**src/rtl/fwd_hazard_unit_if.sv**
```systemverilog
// Purpose : bundle of ID-stage request, stage result and resolved-operand signals for fwd_hazard_unit.
// Latency : pure wiring; no storage.
// Backpr. : stall travels back to the pipeline control on this bundle.
//
// Modports:
//   master - pipeline side; drives advance/flush/id_*/stage_data/rf_data, receives operands and stall.
//   slave  - forwarding unit side; the mirror image.
// Optional: FWD_HAZARD_STATS_EN adds the fwd_count / stall_count observation outputs.
interface fwd_hazard_unit_if #(
  parameter int DATA_W     = 16,
  parameter int REG_ADDR_W = 3,
  parameter int NUM_SRC    = 2,
  parameter int FWD_DEPTH  = 3
);
  localparam int SEL_W = $clog2(FWD_DEPTH + 1);

  logic                            advance;
  logic                            flush;
  logic                            id_valid;
  logic [NUM_SRC*REG_ADDR_W-1:0]   id_src;
  logic [NUM_SRC-1:0]              id_src_used;
  logic                            id_wr_en;
  logic [REG_ADDR_W-1:0]           id_dest;
  logic                            id_is_load;
  logic [FWD_DEPTH*DATA_W-1:0]     stage_data;
  logic [NUM_SRC*DATA_W-1:0]       rf_data;
  logic [NUM_SRC*DATA_W-1:0]       opnd_data;
  logic [NUM_SRC*SEL_W-1:0]        fwd_sel;
  logic                            stall;
`ifdef FWD_HAZARD_STATS_EN
  logic [15:0]                     fwd_count;
  logic [15:0]                     stall_count;
`endif

  modport master (
    output advance, flush, id_valid, id_src, id_src_used, id_wr_en, id_dest, id_is_load,
    output stage_data, rf_data,
`ifdef FWD_HAZARD_STATS_EN
    input  fwd_count, stall_count,
`endif
    input  opnd_data, fwd_sel, stall
  );

  modport slave (
    input  advance, flush, id_valid, id_src, id_src_used, id_wr_en, id_dest, id_is_load,
    input  stage_data, rf_data,
`ifdef FWD_HAZARD_STATS_EN
    output fwd_count, stall_count,
`endif
    output opnd_data, fwd_sel, stall
  );
endinterface

```
**src/rtl/fwd_hazard_unit.sv**
```systemverilog
// Purpose : operand forwarding and load-use interlock driven by a scoreboard of in-flight destination tags.
// Latency : operand resolution and stall are combinational; scoreboard shifts one entry per advance.
// Backpr. : raises stall while the youngest producer of a read operand is a load not yet at LOAD_LAT.
//
// Ports:
//   clk, rst_n   - pipeline clock, asynchronous active-low reset.
//   bus (slave)  - advance/flush strobes, ID-stage request (valid, sources, use mask, dest, load flag),
//                  per-stage results, regfile read data; returns opnd_data, fwd_sel and stall.
//   fwd_sel per operand: 0 = regfile, k+1 = scoreboard entry k (0 = EX ... FWD_DEPTH-1 = WB).
// Optional: define FWD_HAZARD_STATS_EN for saturating 16-bit fwd_count / stall_count outputs.
module fwd_hazard_unit #(
  parameter int DATA_W     = 16,
  parameter int REG_ADDR_W = 3,
  parameter int NUM_SRC    = 2,
  parameter int FWD_DEPTH  = 3,
  parameter int LOAD_LAT   = 2
) (
  input logic clk,
  input logic rst_n,
  fwd_hazard_unit_if.slave bus
);
  localparam int SEL_W = $clog2(FWD_DEPTH + 1);

  // Scoreboard: one entry per back-end stage, entry 0 is the youngest (EX).
  logic [FWD_DEPTH-1:0]  valid_q;
  logic [FWD_DEPTH-1:0]  wr_q;
  logic [FWD_DEPTH-1:0]  ld_q;
  logic [REG_ADDR_W-1:0] dest_q [FWD_DEPTH];

  // Entry k can supply data this cycle: ALU results always, load results from LOAD_LAT on.
  logic [FWD_DEPTH-1:0]  avail;

  logic [NUM_SRC*DATA_W-1:0] opnd_c;
  logic [NUM_SRC*SEL_W-1:0]  sel_c;
  logic                      stall_raw;
  logic                      stall_c;
  logic                      hit_done;

  for (genvar k = 0; k < FWD_DEPTH; k++) begin : g_avail
    if (k >= LOAD_LAT) begin : g_late
      assign avail[k] = 1'b1;
    end else begin : g_early
      assign avail[k] = ~ld_q[k];
    end
  end

  // Resolve every operand against the scoreboard. The first hit scanning from
  // entry 0 is the youngest producer; older matches, WB included, are shadowed.
  // An unavailable winner keeps the regfile path selected so the output stays
  // deterministic while the instruction is held.
  always_comb begin
    opnd_c    = bus.rf_data;
    sel_c     = '0;
    stall_raw = 1'b0;
    hit_done  = 1'b0;
    for (int i = 0; i < NUM_SRC; i++) begin
      hit_done = 1'b0;
      for (int k = 0; k < FWD_DEPTH; k++) begin
        if (!hit_done && bus.id_valid && bus.id_src_used[i] && valid_q[k] && wr_q[k] &&
            (dest_q[k] == bus.id_src[i*REG_ADDR_W +: REG_ADDR_W])) begin
          hit_done = 1'b1;
          if (avail[k]) begin
            sel_c[i*SEL_W +: SEL_W]    = SEL_W'(k + 1);
            opnd_c[i*DATA_W +: DATA_W] = bus.stage_data[k*DATA_W +: DATA_W];
          end else begin
            stall_raw = 1'b1;
          end
        end
      end
    end
  end

  // A flushed ID instruction is discarded anyway, so it must not hold the front end.
  assign stall_c = stall_raw & ~bus.flush;

  assign bus.opnd_data = opnd_c;
  assign bus.fwd_sel   = sel_c;
  assign bus.stall     = stall_c;

  // Scoreboard shift. On a stall the ID instruction stays put and a bubble
  // enters EX, so the producer keeps moving toward LOAD_LAT.
  always_ff @(posedge clk or negedge rst_n) begin
    if (!rst_n) begin
      valid_q <= '0;
      wr_q    <= '0;
      ld_q    <= '0;
      for (int k = 0; k < FWD_DEPTH; k++) dest_q[k] <= '0;
    end else if (bus.flush) begin
      valid_q <= '0;
      wr_q    <= '0;
      ld_q    <= '0;
      for (int k = 0; k < FWD_DEPTH; k++) dest_q[k] <= '0;
    end else if (bus.advance) begin
      for (int k = FWD_DEPTH - 1; k >= 1; k--) begin
        valid_q[k] <= valid_q[k-1];
        wr_q[k]    <= wr_q[k-1];
        ld_q[k]    <= ld_q[k-1];
        dest_q[k]  <= dest_q[k-1];
      end
      valid_q[0] <= bus.id_valid & ~stall_c;
      wr_q[0]    <= bus.id_wr_en;
      ld_q[0]    <= bus.id_is_load;
      dest_q[0]  <= bus.id_dest;
    end
  end

`ifdef FWD_HAZARD_STATS_EN
  logic        any_fwd;
  logic [15:0] fwd_cnt_q;
  logic [15:0] stall_cnt_q;

  assign any_fwd = |sel_c;

  always_ff @(posedge clk or negedge rst_n) begin
    if (!rst_n) begin
      fwd_cnt_q   <= '0;
      stall_cnt_q <= '0;
    end else if (bus.advance) begin
      if (any_fwd && !stall_c && (fwd_cnt_q != 16'hFFFF)) fwd_cnt_q <= fwd_cnt_q + 16'd1;
      if (stall_c && (stall_cnt_q != 16'hFFFF)) stall_cnt_q <= stall_cnt_q + 16'd1;
    end
  end

  assign bus.fwd_count   = fwd_cnt_q;
  assign bus.stall_count = stall_cnt_q;
`endif
endmodule

```
**src/flat_wrapper.sv**
```systemverilog
// flat-port wrapper written by rule: the top's interface ports become plain ports
module fwd_hazard_unit_flat 
#(
  parameter int DATA_W     = 16,
  parameter int REG_ADDR_W = 3,
  parameter int NUM_SRC    = 2,
  parameter int FWD_DEPTH  = 3,
  parameter int LOAD_LAT   = 2
)
  (clk, rst_n, bus_advance, bus_flush, bus_id_valid, bus_id_src, bus_id_src_used, bus_id_wr_en, bus_id_dest, bus_id_is_load, bus_stage_data, bus_rf_data, bus_opnd_data, bus_fwd_sel, bus_stall);
  fwd_hazard_unit_if #(.DATA_W(DATA_W), .REG_ADDR_W(REG_ADDR_W), .NUM_SRC(NUM_SRC), .FWD_DEPTH(FWD_DEPTH)) bus_i ();
  input logic clk;
  input logic rst_n;
  input wire logic [$bits(bus_i.advance)-1:0] bus_advance;
  input wire logic [$bits(bus_i.flush)-1:0] bus_flush;
  input wire logic [$bits(bus_i.id_valid)-1:0] bus_id_valid;
  input wire logic [$bits(bus_i.id_src)-1:0] bus_id_src;
  input wire logic [$bits(bus_i.id_src_used)-1:0] bus_id_src_used;
  input wire logic [$bits(bus_i.id_wr_en)-1:0] bus_id_wr_en;
  input wire logic [$bits(bus_i.id_dest)-1:0] bus_id_dest;
  input wire logic [$bits(bus_i.id_is_load)-1:0] bus_id_is_load;
  input wire logic [$bits(bus_i.stage_data)-1:0] bus_stage_data;
  input wire logic [$bits(bus_i.rf_data)-1:0] bus_rf_data;
  output wire logic [$bits(bus_i.opnd_data)-1:0] bus_opnd_data;
  output wire logic [$bits(bus_i.fwd_sel)-1:0] bus_fwd_sel;
  output wire logic [$bits(bus_i.stall)-1:0] bus_stall;
  assign bus_i.advance = bus_advance;
  assign bus_i.flush = bus_flush;
  assign bus_i.id_valid = bus_id_valid;
  assign bus_i.id_src = bus_id_src;
  assign bus_i.id_src_used = bus_id_src_used;
  assign bus_i.id_wr_en = bus_id_wr_en;
  assign bus_i.id_dest = bus_id_dest;
  assign bus_i.id_is_load = bus_id_is_load;
  assign bus_i.stage_data = bus_stage_data;
  assign bus_i.rf_data = bus_rf_data;
  assign bus_opnd_data = bus_i.opnd_data;
  assign bus_fwd_sel = bus_i.fwd_sel;
  assign bus_stall = bus_i.stall;
  fwd_hazard_unit #(.DATA_W(DATA_W), .REG_ADDR_W(REG_ADDR_W), .NUM_SRC(NUM_SRC), .FWD_DEPTH(FWD_DEPTH), .LOAD_LAT(LOAD_LAT)) u_core (.clk(clk), .rst_n(rst_n), .bus(bus_i));
endmodule
```
**config.mk**
```make
export PLATFORM = sky130hd
export DESIGN_NAME = fwd_hazard_unit_flat
export DESIGN_NICKNAME = d
export VERILOG_FILES = /design/src/rtl/fwd_hazard_unit_if.sv /design/src/rtl/fwd_hazard_unit.sv /design/src/flat_wrapper.sv
export SDC_FILE = /design/constraint.sdc
export NUM_CORES = 1
export LEC_CHECK = 0
export CAP_MARGIN = 20
export CORE_MARGIN = 5
export CORE_UTILIZATION = 38
export CTS_CLUSTER_SIZE = 14
export DETAILED_ROUTE_END_ITERATION = 6
export PLACE_DENSITY_LB_ADDON = 0.25
export SKIP_CTS_REPAIR_TIMING = 1
export SYNTH_ARGS = -nofsm -noshare
export SYNTH_HDL_FRONTEND = slang
export SYNTH_SLANG_ARGS = --single-unit
```
**constraint.sdc**
```tcl
create_clock -name clk -period 3.3 [get_ports clk]
set_input_delay 0.66 -clock clk [delete_from_list [all_inputs] [get_ports clk]]
set_output_delay 0.66 -clock clk [all_outputs]
set_load 0.01 [all_outputs]
```
==> metrics.md, run 1 <==
| Metric | Value |
|---|---|
| Synth-to-layout area growth | 95.76% |
| Post-Syn Instances | 233 |
| Ys flop type | dfrtp_1 |
| DIE AREA | 6568 sq um |
| Post-synth top area share | 0.2505 |
| R2R Path Start | u_core.dest_q[5]$_DFFE_PN0P_ |
| Seq/Total Area, Yosys | 0.2218 |
| Worst setup margin | 72.90 ps |
| CP Cell Sequence | dlymetal6s2s_1 -> xnor2_1 -> nand4_1 -> buf_4 -> nor3_2 -> buf_12 -> buf_4 -> mux2i_1 -> a221oi_1 -> dlymetal6s2s_1 |
| Critical Path Sink Type | primary output |
| Layout cell share with drive strength beyond 1 | 0.1465 |
| Top-level port count | 135 |
| Most frequent cell after synthesis | mux2i_1 |
| CP top delay family | buffers and inverters |
| Post-synth ARST share | 1.000 |
| Worst min path class | reg2reg |
| Largest fanout on the critical path | 17 |
| Leak Pwr | 1.867 nW |
| Grt peak-use layer | met2 |
| Setup violators final | 0 |
| Vias per cell | 5.467 |
| Vias in the first global route | 2293 |
| Final hold slack | 543.2 ps |
| Worst setup SP type | primary input |
| FF-to-FF path depth | 8 |
| PortBufs | 134 |
| Most frequent cells after synthesis | 48 x mux2i_1, 34 x nor2_1, 20 x inv_1 |
| Final Skew | 3.372 ps |
| Fill count | 331 |
| CTS tree | done |
| Mean Syn Cell Area | 8.232 sq um |
| Fin area | 3755 sq um |
| Part of the cycle the worst path needs | 0.9779 |
| Total Nets Final | 488 |
| Clock latency on the worst-skew pair | 250 ps |
| Clock buffer count from CTS | 3 |
| Total wire length | 8636 um |
| Hold wc startpoint | u_core.valid_q[0]$_DFFE_PN0P_ |
| Max-Cap Viols | 0 |
| Crit path time final | 3227 ps |
| Number of synthesized flops with an enable pin | 0 |
| Fmax | 309.9 MHz |
| Status | complete, no violations |
| Met3 usage | 0.03769 |
| Met1 usage | 0.2823 |
| HPWL reported at the end of detailed placement | 6687 um |
| DRT iter0 DRCs | 187 |
| Gr usage total | 0.2314 |
| Clk slew on worst S/H paths | 60 ps |
| Starting Density | 0.3982 |
| Max-slew headroom | 0.5114 |
| Critical path's slowest cell | a221oi_1 |
| Hold Crit Depth | 2 |
| Mapped cell area | 1918 sq um |
| Max clock buf depth | 2 |
| Final Max Slew Viols | 0 |
| First-pass GRT wire length | 11840 um |
| Largest net degree at the start of global routing | 19 |
| Layout Cells excl Fill | 456 |
| DR pass1 iterations | 5 |
| M2 GR Usage | 0.4130 |
| CP arrival | 2570 ps |
| Largest area contributor in the netlist | mux2i_1 |
| H-Tree Depth | 1 |
| VDD IR-drop max | 315.0 uV |
| Remaining global-route overflow | 0 |
| Die span in y | 81.05 um |
| Area contributors post-synth | mux2i_1 25%, dfrtp_1 22%, nor2_1 6.7%, xnor2_1 5.5%, o22ai_1 4.2% |
| Chip Width | 81.05 um |
| Sink Count | 17 |
| Seq cells post-synth | 17 |
| Req. time, crit path | 2640 ps |
| Core ar. | 4817 sq um |
| Antenna Diode Count | 0 |
| Placement Rows | 25 |
| Syn nets | 331 |
| Pwr/cell area | 173.8 nW/um^2 |
| RD Place Congestion | 0.8668 |
| Initial antenna violation count | 0 |
| Residual DRC | 0 |
| Worst-Margin Slew | 730.7 ps |
| Tot Pwr | 0.0006524 W |
| Worst path max stage delay | 380 ps |
| Routed Antenna Nets | 0 |
| Worst path bufs/invs | 5 |
| Dpl ws | -535.7 ps |
| Area of placed instances | 3486 sq um |
| Synth unique cells | 32 |
| Final Hold Viols | 0 |
| Placed insts | 442 |
| Reg2reg setup slack | 1330 ps |
| WS Path Type | in2out |
| CTS root buffer | clkbuf_8 |
| R2r endpoint | u_core.valid_q[0]$_DFFE_PN0P_ |
| Endpoint, Worst Hold | u_core.valid_q[1]$_DFFE_PN0P_ |
| Via count | 2493 |
| DR WL/cell | 18.94 um |
| Warnings from Yosys | 0 |
routing by layer:
metal	wire (um)	part of all wire	vias up
met5	0	0	-
met4	173	0.020	0
met3	708	0.082	19
met2	4227	0.49	151
met1	3526	0.41	1146
li1	-	-	1177
cell type report:
type	count	area, sq um	share of cell area
Clock inverter	1	5.005	0.001333
Clock buffer	3	41.29	0.01100
Sequential cell	17	425.4	0.1133
Timing Repair Buffer	169	1739	0.4632
Tap cell	67	83.83	0.02233
Multi-Input combinational cell	179	1385	0.3689
Inverter	20	75.07	0.01999
flip-flops by register name, summed over array words and instances, names as in the netlist:
signal,flops
u_core.ld_q,2
u_core.wr_q,3
u_core.valid_q,3
u_core.dest_q,9
how the worst max path moves through the flow:
stage,from,endpoint,slack (ps),cells after the start
5_1_grt,bus_id_src[3],bus_opnd_data[24],-20,10
3_5_place_dp,bus_id_src[3],bus_opnd_data[21],-540,8
6_report,bus_id_src[3],bus_opnd_data[24],70,10
3_3_place_gp,bus_id_src[3],bus_opnd_data[28],-450,8
4_1_cts,bus_id_src[3],bus_opnd_data[21],-540,8
2_1_floorplan,bus_id_src[0],bus_opnd_data[10],530,7
placed cells by master (no fill, tap or decap), types with 3 or more instances in the layout:
| cell type | instances |
|---|---|
| nor2_1 | 34 |
| a21oi_1 | 15 |
| xnor2_1 | 11 |
| buf_4 | 31 |
| a222oi_1 | 7 |
| mux2i_1 | 47 |
| o22ai_1 | 13 |
| clkbuf_8 | 3 |
| nand4_1 | 4 |
| clkdlybuf4s50_1 | 94 |
| dfrtp_1 | 17 |
| dlymetal6s2s_1 | 38 |
| xor2_1 | 6 |
| nand2_1 | 4 |
| a221oi_1 | 9 |
| buf_12 | 4 |
| inv_1 | 20 |
worst register-to-register path: stages, from the launching register on:
cell	delay (ps)
dfrtp_1	420
xnor2_1	220
nand4_1	160
buf_4	170
nor3b_4	210
buf_4	200
o21ai_0	110
buf_4	150
a41o_1	200
where the power goes:
group          internal [W]  switching, W
Clock             0.0000838     0.0000676
Sequential         0.000216     0.0000105
Combinational      0.000174      0.000100
cell families (layout without fill, tap and decap cells):
group / after synthesis / in the layout / synth area share
AOI/OAI and AO/OA: 53 / 53 / 0.1951
xor gates and xnor gates: 18 / 18 / 0.08219
buffers and inverters: 37 / 193 / 0.08740
DFF: 17 / 17 / 0.2218
muxes: 48 / 48 / 0.2505
and+or+nand+nor: 60 / 60 / 0.1631
through the flow:
stage                 util  setup TNS (ps)
finish              0.7795               0
floorplan                -               0
detailed placement  0.7236          -14940
CTS                 0.7332          -14970
global route        0.7795          -23.07
global placement    0.7236          -13560
Note: power is estimated with default switching activity, not from simulation.
==> run 2: changes to the inputs <==
==> constraint.sdc (replaced) <==
create_clock -name clk -period 3.3 [get_ports clk]
set_input_delay 0.66 -clock clk [delete_from_list [all_inputs] [get_ports clk]]
set_output_delay 0.66 -clock clk [all_outputs]
set_load 0.1 [all_outputs]
==> metrics.md, run 2 (same netlist as run 1, synthesis figures left out) <==
| Metric | Value |
|---|---|
| H-Tree Depth | 1 (unchanged) |
| Top-level port count | 135 (unchanged) |
| Layout Cells excl Fill | 459 (+0.66%) |
| Req. time, crit path | 2640 ps (about the same) |
| CTS tree | done |
| Via count | 2622 (+5.2%) |
| PortBufs | 134 (unchanged) |
| FF-to-FF path depth | 7 (-1) |
| VDD IR-drop max | 390.5 uV (+24%) |
| Pwr/cell area | 201.6 nW/um^2 (+16%) |
| Final Skew | 2.044 ps (-1.328 ps) |
| Initial antenna violation count | 0 (unchanged) |
| Starting Density | 0.3982 (unchanged) |
| Dpl ws | -268.9 ps (+266.7 ps) |
| Synth-to-layout area growth | 131.8% |
| Fmax | 306.5 MHz (-1.1%) |
| CP arrival | 2600 ps (+30 ps) |
| Core ar. | 4817 sq um (unchanged) |
| Die span in y | 81.05 um (unchanged) |
| Worst setup margin | 36.96 ps (-35.94 ps) |
| Final Max Slew Viols | 0 (unchanged) |
| CTS root buffer | clkbuf_8 |
| Leak Pwr | 1.844 nW (-1.2%) |
| Routed Antenna Nets | 0 (unchanged) |
| Vias in the first global route | 2704 (+18%) |
| Chip Width | 81.05 um (unchanged) |
| Sink Count | 17 (unchanged) |
| Fill count | 161 (-51%) |
| Final Hold Viols | 0 (unchanged) |
| Tot Pwr | 0.0008964 W (+37%) |
| R2R Path Start | u_core.dest_q[5]$_DFFE_PN0P_ |
| Hold Crit Depth | 2 (unchanged) |
| Clock latency on the worst-skew pair | 250 ps (about the same) |
| Total Nets Final | 491 (+0.61%) |
| Worst min path class | reg2reg |
| Total wire length | 10190 um (+18%) |
| Fin area | 4447 sq um (+18%) |
| Antenna Diode Count | 0 (unchanged) |
| Biggest register | u_core.dest_q |
| Worst setup SP type | primary input |
| DRT iter0 DRCs | 150 (-20%) |
| Placement Rows | 25 (unchanged) |
| Worst-Margin Slew | 765.2 ps (+34.50 ps) |
| RD Place Congestion | 0.8420 (-2.9%) |
| Gr usage total | 0.2947 (+0.06336) |
| Endpoint, Worst Hold | u_core.valid_q[2]$_DFFE_PN0P_ |
| Hold wc startpoint | u_core.valid_q[2]$_DFFE_PN0P_ |
| Placed insts | 453 (+2.5%) |
| Status | complete, no violations |
| Biggest regs | u_core.dest_q (9), u_core.valid_q (3), u_core.wr_q (3) |
| HPWL reported at the end of detailed placement | 8233 um (+23%) |
| Max-slew headroom | 0.4883 (-0.02307) |
| DIE AREA | 6568 sq um (unchanged) |
| DR WL/cell | 22.20 um (+17%) |
| WS Path Type | in2out |
| Most frequent cells in the layout | 91 x clkdlybuf4s50_1, 48 x mux2i_1, 44 x buf_12, 34 x nor2_1, 31 x buf_4 |
| Part of the cycle the worst path needs | 0.9888 (+0.01089) |
| Vias per cell | 5.712 (+4.5%) |
| Max clock buf depth | 2 (unchanged) |
| Largest fanout on the critical path | 13 (-4) |
| Critical Path Sink Type | primary output |
| Most common cell after layout, fill and taps aside | clkdlybuf4s50_1 |
| Max reg flops | 9 (unchanged) |
| Setup violators final | 0 (unchanged) |
| Area of placed instances | 4347 sq um (+25%) |
| Remaining global-route overflow | 0 (unchanged) |
| R2r endpoint | u_core.valid_q[0]$_DFFE_PN0P_ |
| Reg2reg setup slack | 1350 ps (+20 ps) |
| Crit path time final | 3263 ps (+35.94 ps) |
| Clock buffer count from CTS | 3 (unchanged) |
| DR pass1 iterations | 6 (+1) |
| Residual DRC | 0 (unchanged) |
| Largest net degree at the start of global routing | 19 (unchanged) |
| Clk slew on worst S/H paths | 60 ps (about the same) |
| Max-Cap Viols | 0 (unchanged) |
| Layout cell share with drive strength beyond 1 | 0.3061 (+0.1596) |
| First-pass GRT wire length | 14770 um (+25%) |
## run 2: metrics by stage
| stage | hold slack (ps) | setup TNS (ps) | util |
|---|---|---|---|
| 2_1_floorplan | 364.4 | -8811 | - |
| 3_3_place_gp | 503.9 | -4089 | 0.9023 |
| 3_5_place_dp | 518.5 | -6641 | 0.9023 |
| 4_1_cts | 532.4 | -6800 | 0.9117 |
| 5_1_grt | 559.9 | -0.7658 | 0.9231 |
| 6_report | 535.8 | 0 | 0.9231 |
## run 2: worst max-delay path by stage
stage	startpoint	end	cells past startpoint
finish	bus_id_valid	bus_opnd_data[14]	7
global route	bus_id_src[5]	bus_opnd_data[27]	8
CTS	bus_id_src[4]	bus_opnd_data[28]	9
detailed placement	bus_id_src[4]	bus_opnd_data[28]	9
global placement	bus_id_src[4]	bus_opnd_data[20]	9
floorplan	bus_id_src[5]	bus_opnd_data[16]	5
## run 2: layout make-up
type	count	area (sq um)	share of cell area
repair buffers	172	2100	0.4721
well taps	67	83.83	0.01885
inverters	20	75.07	0.01688
multi-input cells	179	1718	0.3863
clock buffers	4	45.04	0.01013
flip-flops and latches	17	425.4	0.09567
## run 2: routing by layer
metal / track usage / wire (um) / vias to the layer above
li1: - / - / 1179
met1: 0.3142 / 3684 / 1265
met2: 0.5583 / 5261 / 150
met3: 0.06430 / 934 / 28
met4: 0.1149 / 310 / 0
met5: 0 / 0 / -
## run 2: power by group
group          switching, W  internal, W
registers         0.0000118     0.000216
clock network     0.0000649    0.0000857
logic              0.000271     0.000247
total              0.000347     0.000549
## run 2: critical path, cell delays in order
cell and delay, ps:
clkdlybuf4s50_1 520, nand2_1 130, or4b_4 500, and2_2 230, buf_12 170, a21oi_4 180, buf_12 190
